### config.mk
export PLATFORM = sky130hd
export DESIGN_NAME = task_dispatch_scheduler
export DESIGN_NICKNAME = d
export VERILOG_FILES = /design/src/rtl/task_dispatch_scheduler.sv
export SDC_FILE = /design/constraint.sdc
export NUM_CORES = 1
export LEC_CHECK = 0
export ABC_CLOCK_PERIOD_IN_PS = 8400
export CAP_MARGIN = 20
export CORE_UTILIZATION = 55
export CTS_BUF_LIST = sky130_fd_sc_hd__clkbuf_8 sky130_fd_sc_hd__clkbuf_16
export CTS_CLUSTER_DIAMETER = 60
export DETAILED_ROUTE_END_ITERATION = 10
export HOLD_SLACK_MARGIN = 0.02
export PLACE_DENSITY = 0.77
export SYNTH_ARGS = -nofsm -noshare
export SYNTH_HDL_FRONTEND = slang
export SYNTH_SLANG_ARGS = --single-unit
export TNS_END_PERCENT = 50
### constraint.sdc
create_clock -name clk -period 8.4 [get_ports clk]
set_clock_uncertainty 0.05 [all_clocks]
set_input_delay 1.68 -clock clk [delete_from_list [all_inputs] [get_ports clk]]
set_output_delay 1.68 -clock clk [all_outputs]
set_load 0.03 [all_outputs]
### src/rtl/task_dispatch_scheduler.sv
// task_dispatch_scheduler
//   Buffers task instructions posted by the RPi command decoder in a FIFO and
//   hands them to task_manager one at a time. Each dispatched task is checked
//   for a valid opcode and then launched with a single-cycle execute pulse.
//   The block tracks the task until task_manager reports idle again.
//
//   Optional build macro: TASK_SCHED_COUNTERS_EN
//     defined   -> tasks_done / tasks_rejected are live 16-bit wrapping counters
//     undefined -> both outputs are tied to 16'h0 and no counter flops exist
//
//   FSM states:
//     state        | meaning
//     -------------+-------------------------------------------------------
//     S_IDLE       | waiting for a queued entry and an idle task_manager
//     S_CHECK      | tm_inst just updated; give tm_inst_valid a cycle to settle
//     S_LAUNCH     | tm_execute high for exactly this cycle
//     S_WAIT_START | waiting for tm_idle to fall, bounded by START_TIMEOUT
//     S_WAIT_DONE  | task running; waiting for tm_idle to return high
module task_dispatch_scheduler #(
  parameter int DEPTH         = 8,   // power of two, >= 2
  parameter int INST_W        = 80,
  parameter int START_TIMEOUT = 16   // >= 4
) (
  input  logic                   clk,
  input  logic                   reset_n,
  input  logic [INST_W-1:0]      rpi_inst,
  input  logic                   rpi_push,
  input  logic                   flush,
  output logic                   queue_full,
  output logic [$clog2(DEPTH):0] queue_count,
  output logic                   overflow,
  output logic [INST_W-1:0]      tm_inst,
  output logic                   tm_execute,
  input  logic                   tm_inst_valid,
  input  logic                   tm_idle,
  output logic                   busy,
  output logic [15:0]            tasks_done,
  output logic [15:0]            tasks_rejected
);

  localparam int PTR_W = $clog2(DEPTH);
  localparam int CNT_W = PTR_W + 1;
  localparam int TMR_W = $clog2(START_TIMEOUT);

  typedef enum logic [2:0] {
    S_IDLE,
    S_CHECK,
    S_LAUNCH,
    S_WAIT_START,
    S_WAIT_DONE
  } state_t;

  logic [INST_W-1:0] mem [DEPTH];
  logic [PTR_W-1:0]  wr_ptr;
  logic [PTR_W-1:0]  rd_ptr;
  logic [CNT_W-1:0]  count;
  logic [CNT_W-1:0]  count_next;
  logic              push_ok;
  logic              pop;
  state_t            state;
  logic [TMR_W-1:0]  start_tmr;

  // Full is the registered flag, so a push while full is dropped even if the
  // FSM pops in the same cycle. Flush wins over both push and pop.
  assign push_ok = rpi_push && !queue_full && !flush;
  assign pop     = (state == S_IDLE) && (count != '0) && tm_idle && !flush;

  assign queue_count = count;
  assign busy        = (state != S_IDLE);

  // Next occupancy from accepted push and pop.
  always_comb begin
    count_next = count;
    if (push_ok && !pop)
      count_next = count + 1'b1;
    else if (!push_ok && pop)
      count_next = count - 1'b1;
  end

  // FIFO storage; contents need no reset since count gates every read.
  always_ff @(posedge clk) begin
    if (push_ok)
      mem[wr_ptr] <= rpi_inst;
  end

  // Pointers, occupancy, full flag and sticky overflow.
  always_ff @(posedge clk or negedge reset_n) begin
    if (!reset_n) begin
      wr_ptr     <= '0;
      rd_ptr     <= '0;
      count      <= '0;
      queue_full <= 1'b0;
      overflow   <= 1'b0;
    end else if (flush) begin
      wr_ptr     <= '0;
      rd_ptr     <= '0;
      count      <= '0;
      queue_full <= 1'b0;
      overflow   <= 1'b0;
    end else begin
      if (push_ok)
        wr_ptr <= wr_ptr + 1'b1;
      if (pop)
        rd_ptr <= rd_ptr + 1'b1;
      count      <= count_next;
      queue_full <= (count_next == CNT_W'(DEPTH));
      if (rpi_push && queue_full)
        overflow <= 1'b1;
    end
  end

  // Dispatch FSM with registered tm_inst / tm_execute. The start timer is a
  // down-counter loaded in S_LAUNCH; reaching zero while task_manager is still
  // idle means the opcode was accepted but no engine picked it up.
  always_ff @(posedge clk or negedge reset_n) begin
    if (!reset_n) begin
      state      <= S_IDLE;
      tm_inst    <= '0;
      tm_execute <= 1'b0;
      start_tmr  <= '0;
    end else begin
      tm_execute <= 1'b0;
      case (state)
        S_IDLE: begin
          if (pop) begin
            tm_inst <= mem[rd_ptr];
            state   <= S_CHECK;
          end
        end
        S_CHECK: begin
          if (tm_inst_valid) begin
            tm_execute <= 1'b1;
            state      <= S_LAUNCH;
          end else begin
            state <= S_IDLE;
          end
        end
        S_LAUNCH: begin
          start_tmr <= TMR_W'(START_TIMEOUT - 1);
          state     <= S_WAIT_START;
        end
        S_WAIT_START: begin
          if (!tm_idle)
            state <= S_WAIT_DONE;
          else if (start_tmr == '0)
            state <= S_IDLE;
          else
            start_tmr <= start_tmr - 1'b1;
        end
        S_WAIT_DONE: begin
          if (tm_idle)
            state <= S_IDLE;
        end
        default: state <= S_IDLE;
      endcase
    end
  end

`ifdef TASK_SCHED_COUNTERS_EN
  logic done_evt;
  logic rej_evt;

  assign done_evt = (state == S_WAIT_DONE) && tm_idle;
  assign rej_evt  = ((state == S_CHECK) && !tm_inst_valid) ||
                    ((state == S_WAIT_START) && tm_idle && (start_tmr == '0));

  // Completion and rejection counters; both wrap.
  always_ff @(posedge clk or negedge reset_n) begin
    if (!reset_n) begin
      tasks_done     <= 16'h0;
      tasks_rejected <= 16'h0;
    end else begin
      if (done_evt)
        tasks_done <= tasks_done + 16'd1;
      if (rej_evt)
        tasks_rejected <= tasks_rejected + 16'd1;
    end
  end
`else
  assign tasks_done     = 16'h0;
  assign tasks_rejected = 16'h0;
`endif

endmodule

# == Yosys cells after proc, flatten, opt, wreduce, memory -nomap -nowiden ==
# Memory sizes are Yosys's and may differ from the RTL's. A register that Yosys moved wholly into a read port is not among the register bits.
# Cells that the tools add are included.
# totals
regBits,20
mem_bits_rw,640
wordCells,71
mem_count,1
# classes
n_addsub,5
eq_ne,10
muxes,23
n_reduce_logical,24
# mem_list
name,depth,word_bits,read_ports,rd_clocked_by_memory_dff,wr,line_no,rtl
mem,8,80,1,1,1,53,logic [INST_W-1:0] mem [DEPTH];
# ops
cell,count
3-bit two-way mux,8
4-bit two-way mux,5
3-bit one-hot mux with 5 select lines,1
1-bit logical AND,8
2-bit inequality test (second input constant),4
4-bit one-hot mux with 2 select lines,1
2-bit nonzero test,4
4-bit by 1-bit subtractor with 4-bit output (second input constant),2
1-bit two-way mux,7
3-bit by 1-bit adder with 3-bit output (second input constant),2
3-bit by 2-bit equality test with 1-bit output (second input constant),2
3-bit AND reduction,2
1-bit logical NOT,5
4-bit by 1-bit adder with 4-bit output (second input constant),1
4-bit equality test (second input constant),1
4-bit logical NOT,1
4-bit nonzero test,1
3-bit by 1-bit equality test with 1-bit output (second input constant),1
3-bit equality test (second input constant),1
3-bit logical NOT,1
3-bit inequality test (second input constant),1
3-bit nonzero test,1
2-bit two-way mux,1
2-bit AND reduction,1

# == Logic depth before layout (Yosys ltp) ==
# logic_depth
ltp_word,9
ltp_mapped,9
depth_no_buf,7

# == Least setup slack after synthesis ==
# OpenSTA, ideal clock, no wires.
# synth_timing
kind,in2reg
from,input rpi_push
to,"memory mem[0][0], enable pin"
arrival_ns,7.674
setup_slack_ns,0.060
path_stages,4
path_cell_list,nand2b_1 -> buf_2 -> or3_1 -> nor3_1
# synth_via
elab_chain_cells,4
# synth_rtl
item,line_no,rtl
"start, declared",27,"input logic rpi_push,"
1-bit logical AND (2 in a row),65,assign push_ok = rpi_push && !queue_full && !flush;
1-bit two-way mux,82,if (push_ok)
1-bit two-way mux (not written as such),83,mem[wr_ptr] <= rpi_inst;
"end, declared",53,
# Every way passes these cells.

# == Worst setup path after layout ==
# layout_timing
from,input rpi_push
to,"memory mem[3][24], enable pin"
# Same word-level chain as after synthesis.

==> impl_metrics.toml <==
[outcome]
status = "completed"

[clock_tree]
cts_tree = "yes"
clock_sinks = 740
cts_setup_buffers = 0
htreeDepth = 3
clk_latency_ps = 590
cts_resized = 0
cts-root-buf = "clkbuf_16"
clk_path_buf_depth = 3
cts_buffers = 72
postCtsHoldBufs = 0
clk_pin_slew_ps = 60

[die]
coreArea_um2 = 50300
initial_core_util = 0.559
die_h_um = 228
die_w_um = 228
ios = 206
num_rows = 82
die_area_um2 = 52000

[timing]
max_slew_margin = 0.301
timing.hold.ws_ps = 455
fmax_ghz = 0.220
worst_pin_slew_ps = 1050
setup_violations = 0
final_max_slew_viol_count = 0
fin_crit_ps = 4550
finalSetupTns_ps = 0
period_share = 0.542
rsz0062_at_grt = "no"
finalHoldViolations = 0

[detailed_routing]
drtIter0Drc = 924
vias_per_cell = 5.80
wl_um = 54400
drc = 0
wire_per_inst_um = 23.8
detail-route-antenna-nets = 0
vias = 13300
drtPass1Iterations = 4

[global_routing]
grt_usage = 0.214
grt_first_pass_wirelength_um = 83200
grt_pass1_vias = 14000
antenna_found_initial = 6
grt_max_degree = 113
overflow = 0

[placement]
hpwl_um = 29000
portBuffers = 173
gp_congestion = 0.713

[final_layout]
area_delta_synth_final_pct = 17.2
fin_nets = 1643
layout_common_cells = "edfxtp_1, clkdlybuf4s50_1, mux4_2"
drive_gt1_frac = 0.188
final_common_cell = "edfxtp_1"

[synthesis]
synth_edf_count = 640
synth.area.top_cells = "edfxtp_1, mux4_2, dfrtp_1"
ys_types = 43
ys_ff_latch = 740
avgSynthCellArea_um2 = 20.7
synthCells = 1354
yosys_warnings = 0
synth.top_cell.area_share = 0.684
synth-seq-area-share = 0.773
yosysTopAreaCell = "edfxtp_1"
synthFlopType = "edfxtp_1"
synth_area_um2 = 28100
ys_async_sr_fraction = 0.135

[pwr]
peakVddDrop_v = 0.000227
power.total_mw = 10.0
power.density_nw_per_um2 = 305
leakage_nw = 10.6

[critical_path]
end_kind = "flop"
crit_required_ps = 8560
critPathLaunchType = "primary input"
critPathMaxFanout = 56
cp.arrival_ps = 4710
worstSetupPathType = "in2reg"

[job]
cap_violations = 0

[worst_hold_path]
worstHoldPathType = "reg2reg"
## Yosys cell counts (2+ instances only)
cell type	n
a21oi_1	90
nor2_1	105
nand2_1	11
inv_1	7
o21ai_0	4
nor2b_1	2
buf_6	3
xor2_1	4
dfrtp_1	100
clkbuf_1	28
nand3_1	4
and3_1	5
mux4_2	160
or3_1	2
buf_1	6
nand2b_1	4
ha_1	5
buf_2	29
edfxtp_1	640
mux2i_1	83
nor3_1	3
buf_4	35
xnor2_1	4
## final cells by class
class | count | area (um2)
Antenna cell | 5 | 12.5
Clock buffer | 79 | 1950
Clock inverter | 54 | 468
Fill cell | 3249 | 17400
Inverter | 7 | 26.3
Multi-Input combinational cell | 537 | 5950
Sequential cell | 740 | 21700
Tap cell | 672 | 841
Timing Repair Buffer | 194 | 1930
## report_power, final
part	internal (mW)	switching, mW	total (mW)
logic	1.03	1.23	2.26
clock network	1.92	1.32	3.24
registers	4.33	0.201	4.53
## path summary, 6_finish.rpt
kind,depth (start not counted),slack [ps],to,startpoint
max,5,3850,mem[3][24],rpi_push
min,2,450,overflow,overflow
max reg2reg,4,5080,mem[4][4],queue_full
min reg2reg,2,450,overflow,overflow
max in group asynchronous,2,5820,rd_ptr[1],reset_n
min in group asynchronous,1,1040,start_tmr[2],reset_n
## logic make-up (layout without fill, tap and decap cells)
family                     after synthesis  in the layout  share of synthesized area
AOI/OAI and AO/OA                      104            104                     0.0200
other                                    1             37                   0.000134
muxes                                  243            243                      0.158
buffers and inverters                  108            334                     0.0212
adders and majority gates                5              5                    0.00223
xor gates and xnor gates                 8              8                    0.00249
DFF                                    740            740                      0.773
and+or+nand+nor                        145            145                     0.0227
## per-layer routing
metal,share of wire,GRT usage,up-vias
li1,-,-,5788
met1,0.40,0.282,6983
met2,0.53,0.367,409
met3,0.054,0.0358,79
met4,0.020,0.0671,6
met5,0.00075,0,-
## critical path: stages
cell and delay (ps):
clkdlybuf4s50_1 500, nor2b_1 400, nand3_1 400, nor2_4 810, buf_4 840
## sequential cells by signal, indices dropped and copies added (netlist names)
name	count
mem	640
wr_ptr	3
start_tmr	4
tm_inst	80
rd_ptr	3
queue_full	1
state	3
tm_execute	1
overflow	1
queue_count	4
## through the flow
stage / util / setup slack, ps / instance area (um2) / instances
6_report: 0.655 / 3850 / 32900 / 2288
5_1_grt: 0.655 / 3710 / 32900 / 2286
4_1_cts: 0.653 / 3830 / 32900 / 2281
3_5_place_dp: 0.605 / 3220 / 30400 / 2148
3_3_place_gp: 0.605 / 3270 / 30400 / 2148
2_1_floorplan: - / 59.6 / 28200 / 1385
Power figures use the tool's default switching activity.
